--- config.mk ---
export PLATFORM = sky130hd
export DESIGN_NAME = program_loader
export DESIGN_NICKNAME = d
export VERILOG_FILES = /design/src/rtl/loader_pkg.sv /design/src/rtl/program_loader.sv
export SDC_FILE = /design/constraint.sdc
export NUM_CORES = 1
export LEC_CHECK = 0
export CELL_PAD_IN_SITES_DETAIL_PLACEMENT = 1
export CELL_PAD_IN_SITES_GLOBAL_PLACEMENT = 1
export CORE_MARGIN = 2
export CORE_UTILIZATION = 40
export CTS_BUF_LIST = sky130_fd_sc_hd__clkbuf_8
export DETAILED_ROUTE_END_ITERATION = 12
export HOLD_SLACK_MARGIN = 0.05
export PLACE_DENSITY_LB_ADDON = 0.1
export SLEW_MARGIN = 10
export SYNTH_ARGS = -nofsm -noshare
export SYNTH_HDL_FRONTEND = slang
export SYNTH_SLANG_ARGS = --single-unit
--- constraint.sdc ---
create_clock -name clk -period 2.04 [get_ports clk]
set_input_delay 0.408 -clock clk [delete_from_list [all_inputs] [get_ports clk]]
set_output_delay 0.408 -clock clk [all_outputs]
set_load 0.02 [all_outputs]
--- src/rtl/loader_pkg.sv ---
// rtl/loader_pkg.sv - shared types and helpers for the boot-time program loader
package loader_pkg;

    localparam int LEN_W = 16;

    typedef enum logic [2:0] {
        LEN_LO,
        LEN_HI,
        LOAD,
        CHK,
        RUN,
        ERR
    } loader_state_t;

    function automatic logic [7:0] chk_add(input logic [7:0] sum, input logic [7:0] data);
        return sum + data;
    endfunction

endpackage

--- src/rtl/program_loader.sv ---
// rtl/program_loader.sv - framed byte stream to instruction memory, holds the core in reset until a good image lands
module program_loader
    import loader_pkg::*;
#(
    parameter int ADDR_W    = 12,
    parameter int MEM_BYTES = (1 << ADDR_W)
) (
    input  logic              clk,
    input  logic              rst,
    input  logic              rx_valid,
    input  logic [7:0]        rx_data,
    output logic              rx_ready,
    input  logic              reload,
    output logic              mem_we,
    output logic [ADDR_W-1:0] mem_addr,
    output logic [7:0]        mem_wdata,
    output logic              cpu_rst,
    output logic              done,
    output logic              err
);

    loader_state_t state, stateNext;
    logic [LEN_W-1:0]  len, lenNext;
    logic [LEN_W-1:0]  cnt, cntNext;
    logic [7:0]        sum, sumNext;
    logic              weNext;
    logic [ADDR_W-1:0] addrNext;
    logic [7:0]        wdataNext;
    logic              xfer;
    logic [LEN_W-1:0]  lenFull;
    logic [LEN_W-1:0]  cntInc;

    assign xfer    = rx_valid && rx_ready;
    assign lenFull = {rx_data, len[7:0]};
    assign cntInc  = cnt + LEN_W'(1);

    always_comb begin
        stateNext = state;
        lenNext   = len;
        cntNext   = cnt;
        sumNext   = sum;
        weNext    = 1'b0;
        addrNext  = mem_addr;
        wdataNext = mem_wdata;
        if (reload) begin
            // Reload wins over any byte arriving in the same cycle.
            stateNext = LEN_LO;
            lenNext   = '0;
            cntNext   = '0;
            sumNext   = '0;
        end else if (xfer) begin
            unique case (state)
                LEN_LO: begin
                    lenNext   = {len[15:8], rx_data};
                    stateNext = LEN_HI;
                end
                LEN_HI: begin
                    lenNext = lenFull;
                    cntNext = '0;
                    sumNext = '0;
                    if ({1'b0, lenFull} > (LEN_W+1)'(MEM_BYTES))
                        stateNext = ERR;
                    else if (lenFull == '0)
                        stateNext = CHK;
                    else
                        stateNext = LOAD;
                end
                LOAD: begin
                    weNext    = 1'b1;
                    addrNext  = cnt[ADDR_W-1:0];
                    wdataNext = rx_data;
                    sumNext   = chk_add(sum, rx_data);
                    cntNext   = cntInc;
                    if (cntInc == len)
                        stateNext = CHK;
                end
                CHK: begin
                    stateNext = (rx_data == sum) ? RUN : ERR;
                end
                default: ;
            endcase
        end
    end

    // Status outputs are registered from the next state so they line up with it.
    always_ff @(posedge clk or negedge rst) begin
        if (!rst) begin
            state     <= LEN_LO;
            len       <= '0;
            cnt       <= '0;
            sum       <= '0;
            rx_ready  <= 1'b0;
            mem_we    <= 1'b0;
            mem_addr  <= '0;
            mem_wdata <= '0;
            cpu_rst   <= 1'b1;
            done      <= 1'b0;
            err       <= 1'b0;
        end else begin
            state     <= stateNext;
            len       <= lenNext;
            cnt       <= cntNext;
            sum       <= sumNext;
            rx_ready  <= (stateNext != RUN) && (stateNext != ERR);
            mem_we    <= weNext;
            mem_addr  <= addrNext;
            mem_wdata <= wdataNext;
            cpu_rst   <= (stateNext != RUN);
            done      <= (stateNext == RUN);
            err       <= (stateNext == ERR);
        end
    end

endmodule

# Yosys cells after proc, flatten, opt, wreduce, memory -nomap -nowiden
# Index checks and enable logic that the tools add are counted.
[word_totals]
register_bits = 68
input_bits = 12
output_inout_bits = 25
wordCells = 58
[classes]
addsub = 2
order_cmp = 1
n_eq_ne = 11
mux = 19
n_bitwise = 1
reduce_logical = 12
[op_table]
columns = ["cell", "count"]
rows = [
  ["two-way mux 16 bit", 4],
  ["case mux 16 bit (2 select lines)", 2],
  ["adder 16 x 1 -> 16 bit (second input constant)", 1],
  ["equality test 16 bit", 1],
  ["greater-than comparator 16 x 13 -> 1 bit (second input constant)", 1],
  ["logical NOT 16 bit", 1],
  ["two-way mux 8 bit", 2],
  ["case mux 8 bit (2 select lines)", 1],
  ["two-way mux 3 bit", 4],
  ["case mux 3 bit (4 select lines)", 1],
  ["AND reduction 3 bit", 3],
  ["adder 8 bit", 1],
  ["equality test 8 bit", 1],
  ["equality test 3 x 2 -> 1 bit (second input constant)", 2],
  ["equality test 3 bit (second input constant)", 2],
  ["inequality test 3 bit (second input constant)", 2],
  ["nonzero test 2 bit", 3],
  ["two-way mux 1 bit", 5],
  ["inequality test 2 bit (second input constant)", 2],
  ["equality test 3 x 1 -> 1 bit (second input constant)", 1],
  ["logical NOT 3 bit", 1],
  ["nonzero test 3 bit", 1],
  ["logical AND 1 bit", 2],
  ["AND reduction 2 bit", 1],
  ["NOT 1 bit", 1],
]

# Longest topological paths before layout
[depth]
word_depth = 8
mapped_depth = 9
mapped_depth_nobuf = 8

# Worst setup path after synthesis
# OpenSTA, ideal clock, no wires.
[synth_timing]
path_type = "input -> register"
start = "input rx_data[1]"
end = "register sum[7]"
setup_ns = 0.087
arrival_ns = 1.937
required_time_ns = 1.953
slack_ns = 0.016
stages = 7
path_buffers = 0
path_cell_list = "ha_1 a21o_1 a21oi_1 o211ai_1 and3_2 or4_1 o211ai_1"
[synth_via]
elab_chain_len = 4
[synth_rtl]
columns = ["item", "line_no", "source"]
rows = [
  ["start, declared", "program_loader.sv:11", "input logic [7:0] rx_data,"],
  ["adder 8 bit", "loader_pkg.sv:16", "return sum + data;"],
  ["case mux 8 bit (2 select lines)", "program_loader.sv:52", "unique case (state)"],
  ["two-way mux 8 bit", "program_loader.sv:51", "end else if (xfer) begin"],
  ["two-way mux 8 bit", "program_loader.sv:45", "if (reload) begin"],
  ["end signal, assigned", "program_loader.sv:103", "sum <= sumNext;"],
  ["end, declared", "program_loader.sv:25", "logic [7:0] sum, sumNext;"],
]
# No other way between the ends. The select of a mux whose other input is x is not followed.
# A chain may end at the register's enable or synchronous reset.

# Worst setup path after layout
[layout_timing]
start = "input rx_data[5]"
end = "register done"
[layout_via]
elab_chain_len = 7
word_cells_on_any_way = 10
cone_classes = "order compare (1); eq/ne (2); mux (6); reduce/logical (1)"
[layout_rtl]
columns = ["item", "line_no", "source"]
rows = [
  ["branches (longest 3 deep; another with greater-than comparator 16 x 13 -> 1 bit)", "--", ""],
  ["case mux 3 bit (4 select lines) *", "program_loader.sv:52", ""],
  ["two-way mux 3 bit *", "program_loader.sv:51", ""],
  ["two-way mux 3 bit *", "program_loader.sv:45", ""],
  ["equality test 3 bit *", "program_loader.sv:109", "done <= (stateNext == RUN);"],
  ["end signal, assigned", "program_loader.sv:109", ""],
  ["end, declared", "program_loader.sv:18", "output logic done,"],
]
# Every way passes the cells marked *.

==> impl_metrics.json <==
{
  "hold_buffers": 0,
  "rr_endpoint": "sum[7]$_DFFE_PN0P_",
  "timing_hold_violations_final": 0,
  "critPathKind": "in2reg",
  "synth_edf_count": 0,
  "antennaDiodeCount": 0,
  "async_reset_ff_share_pct": 100,
  "finalCoreUtilization_pct": 53.9,
  "coreArea_mm2": 0.00928,
  "cp_cell_sequence": "clkdlybuf4s50_1 > ha_1 > nor4_2 > nand3_1 > a211oi_2 > or2b_2 > nor2b_2",
  "fin_skew_ns": 0.00713,
  "p_leak_nw": 2.36,
  "firstDrtPassIters": 4,
  "netlist_instances": 426,
  "crit_required_ns": 2.32,
  "ys_ff_latch": 68,
  "yosys.area.top_type": "dfrtp_1",
  "r2r-start": "sum[1]$_DFFE_PN0P_",
  "muxShareOfSynthArea_pct": 0.262,
  "grt-ovfl-total": 0,
  "holdWs_ns": 0.0729,
  "antenna_left": 0,
  "use_met1_pct": 28.8,
  "ff2ff_path_depth": 7,
  "n_fill_cell": 1120,
  "crit_family": "simple AND/OR/NAND/NOR gates",
  "routed_wirelength_mm": 11.4,
  "tightest_slew_ns": 0.531,
  "area_growth_pct": 30.7,
  "cts_setup_buffers": 0,
  "syn_area_per_cell_um2": 8.98,
  "htreeDepth": 3,
  "antenna_found_initial": 0,
  "final_layout_size_suffix_gt1_share_pct": 21.6,
  "nNetsFinal": 532,
  "first_iter_violations": 67,
  "final.period_utilization_pct": 98.7,
  "rsz0062_at_grt": "true",
  "initial_utilization_pct": 41.2,
  "cts-buffers-inserted": 9,
  "cts_tree": "built",
  "num_io_pins": 37,
  "root_buffer": "clkbuf_8",
  "powerDensity_mw_per_mm2": 617,
  "fmax_mhz": 497,
  "seq_area_frac_synth_pct": 44.5,
  "dr_total_vias": 3471,
  "yosys_warnings": 0,
  "ys_types": 60,
  "clock_path_buffers": 2,
  "worst_path_max_delay_cell": "clkdlybuf4s50_1",
  "dp_hpwl_mm": 8.38,
  "grt_use_total_pct": 23.2,
  "synth-adder-area-share_pct": 3.14,
  "die_area_mm2": 0.0104,
  "synthFlopType": "dfrtp_1",
  "vias_per_cell": 5.39,
  "wl_per_cell_um": 17.8,
  "power.total_mw": 3.09,
  "crit_arrival_ns": 2.30,
  "outcome": "completed",
  "grt_max_degree": 69,
  "relSlewSlack_pct": 64.5,
  "synth_area_mm2": 0.00383,
  "synth-xor-area-share_pct": 6.77,
  "port_buffers": 36,
  "cts.sinks": 68,
  "synth_top_family_by_area": "simple AND/OR/NAND/NOR gates",
  "gr-usage-met3_pct": 4.31,
  "finalSetupViolCount": 0,
  "synth-simple-area-share_pct": 26.1,
  "synth_fp_nets": 447,
  "slew_viol_final": 0,
  "grt_pass1_vias": 3612,
  "critPathMaxStageDelay_ns": 0.43,
  "hp-class": "in2async",
  "synth_top_area_share_pct": 43.8,
  "grt_pass1_wl_mm": 18.3,
  "drc": 0,
  "synthTopCellsByArea": "dfrtp_1, nand2_1, o21ai_0, xor2_1, ha_1",
  "period_needed_ns": 2.01,
  "synth_compound_area_share_pct": 14.5,
  "worstSetupEndpointType": "flop",
  "fp.dieW_um": 102,
  "insertion_delay_ns": 0.35,
  "ir_worst_vdd_v": 0.000318,
  "met2_usage_pct": 41.7,
  "critPathMaxFanout": 4,
  "clk_pin_slew_ns": 0.08,
  "rows": 35,
  "maxCapViolations": 0,
  "top_usage_layer": "met2",
  "crit_buf_inv": 1,
  "reg2reg_slack_ns": 0.07,
  "die_h_um": 102,
  "startpoint_type": "input port",
  "place.gp.congestion": 0.806
}
[layer usage]
layer	routed length (µm)	part of all wire [%]
met3	258	2.3
met1	5130	45
met4	161	1.4
met2	5890	51
met5	0	0
[worst max-delay path by stage]
| stage | from | end | slack, ns | cells after the start |
|---|---|---|---|---|
| finish | rx_data[5] | done$_DFF_PN0_ | 0.03 | 7 |
| global route | rx_data[4] | sum[7]$_DFFE_PN0P_ | -0.07 | 7 |
| CTS | sum[1]$_DFFE_PN0P_ | sum[7]$_DFFE_PN0P_ | 0.009 | 7 |
| detailed placement | rx_data[1] | sum[7]$_DFFE_PN0P_ | -0.53 | 8 |
| global placement | rx_data[1] | sum[7]$_DFFE_PN0P_ | -0.46 | 8 |
| floorplan | rx_data[1] | sum[7]$_DFFE_PN0P_ | 0.02 | 7 |
[cell usage after synthesis (2+ instances only)]
master	number
a21o_1	2
a21oi_1	19
a22o_1	9
a31oi_1	4
and2_1	2
and3b_1	2
and4_1	4
buf_2	6
buf_4	3
buf_6	6
clkbuf_1	14
dfrtp_1	67
ha_1	8
inv_1	2
nand2_1	99
nand3_1	17
nand3b_1	2
nand4_1	8
nor2_1	25
nor2b_1	3
nor3_1	8
nor3b_1	6
nor4_1	9
o211ai_1	4
o21ai_0	31
o31ai_1	6
or2_2	2
xnor2_1	11
xor2_1	16
[logic make-up (layout without fill, tap and decap cells)]
kind of cell | Yosys count | in the layout
AOI/OAI and AO/OA | 88 | 88
DFF | 68 | 68
and+or+nand+nor | 201 | 201
adders and majority gates | 9 | 9
muxes | 1 | 1
xor gates and xnor gates | 28 | 28
buffers and inverters | 31 | 120
[layout make-up]
| class | count | area, µm² | area share [%] |
|---|---|---|---|
| tap | 129 | 161 | 3.23 |
| sequential | 68 | 1700 | 34.1 |
| multi-input combinational | 327 | 2030 | 40.6 |
| clock inverter | 6 | 88.8 | 1.78 |
| inverter | 2 | 7.51 | 0.150 |
| timing repair buffer | 103 | 885 | 17.7 |
| clock buffer | 9 | 124 | 2.48 |
[state kept, by name, indices dropped and copies added, names as in the netlist]
name	count
sum	8
done	1
mem_we	1
cpu_rst	1
mem_wdata	8
rx_ready	1
err	1
mem_addr	12
cnt	16
state	3
len	16
[report_power, final]
part	switching, mW	internal (mW)	leakage, nW
sequential	0.0500	1.39	0.933
combinational	0.232	0.186	1.33
clock	0.547	0.683	0.102
total	0.829	2.26	2.36
[metrics by stage]
step / cells / worst slack (ns) / area [µm²] / setup TNS, ns
after floorplan: 426 / 0.0165 / 3830 / 0
after global placement: 629 / -0.458 / 4700 / -3.58
after detailed placement: 629 / -0.532 / 4700 / -4.48
after CTS: 644 / 0.00895 / 4970 / 0
after global routing: 644 / -0.0741 / 5000 / -0.136
final: 644 / 0.0274 / 5000 / 0
[cell usage in the layout (no fill, tap or decap), types with 11 or more instances in the layout]
cell type        synthesis  routed
clkdlybuf4s50_1          0      30
o21ai_0                 31      31
a21oi_1                 19      16
buf_4                    3      65
nand3_1                 17      17
dfrtp_1                 67      66
nor2_1                  25      25
nand2_1                 99      99
xor2_1                  16      16
xnor2_1                 11      11
[repair_timing]
action,CTS,global route
resized for setup,11,9
pin swaps,5,8
endpoints found under the setup margin,6,4
[worst reg2reg max path: cells and delay by family (launching register included)]
family | cells | cell delay [ns]
fa+ha+maj | 1 | 0.24
flops | 1 | 0.43
simple gates | 2 | 0.69
compound gates | 4 | 0.53
No activity file was read; power rests on OpenSTA's default activity.
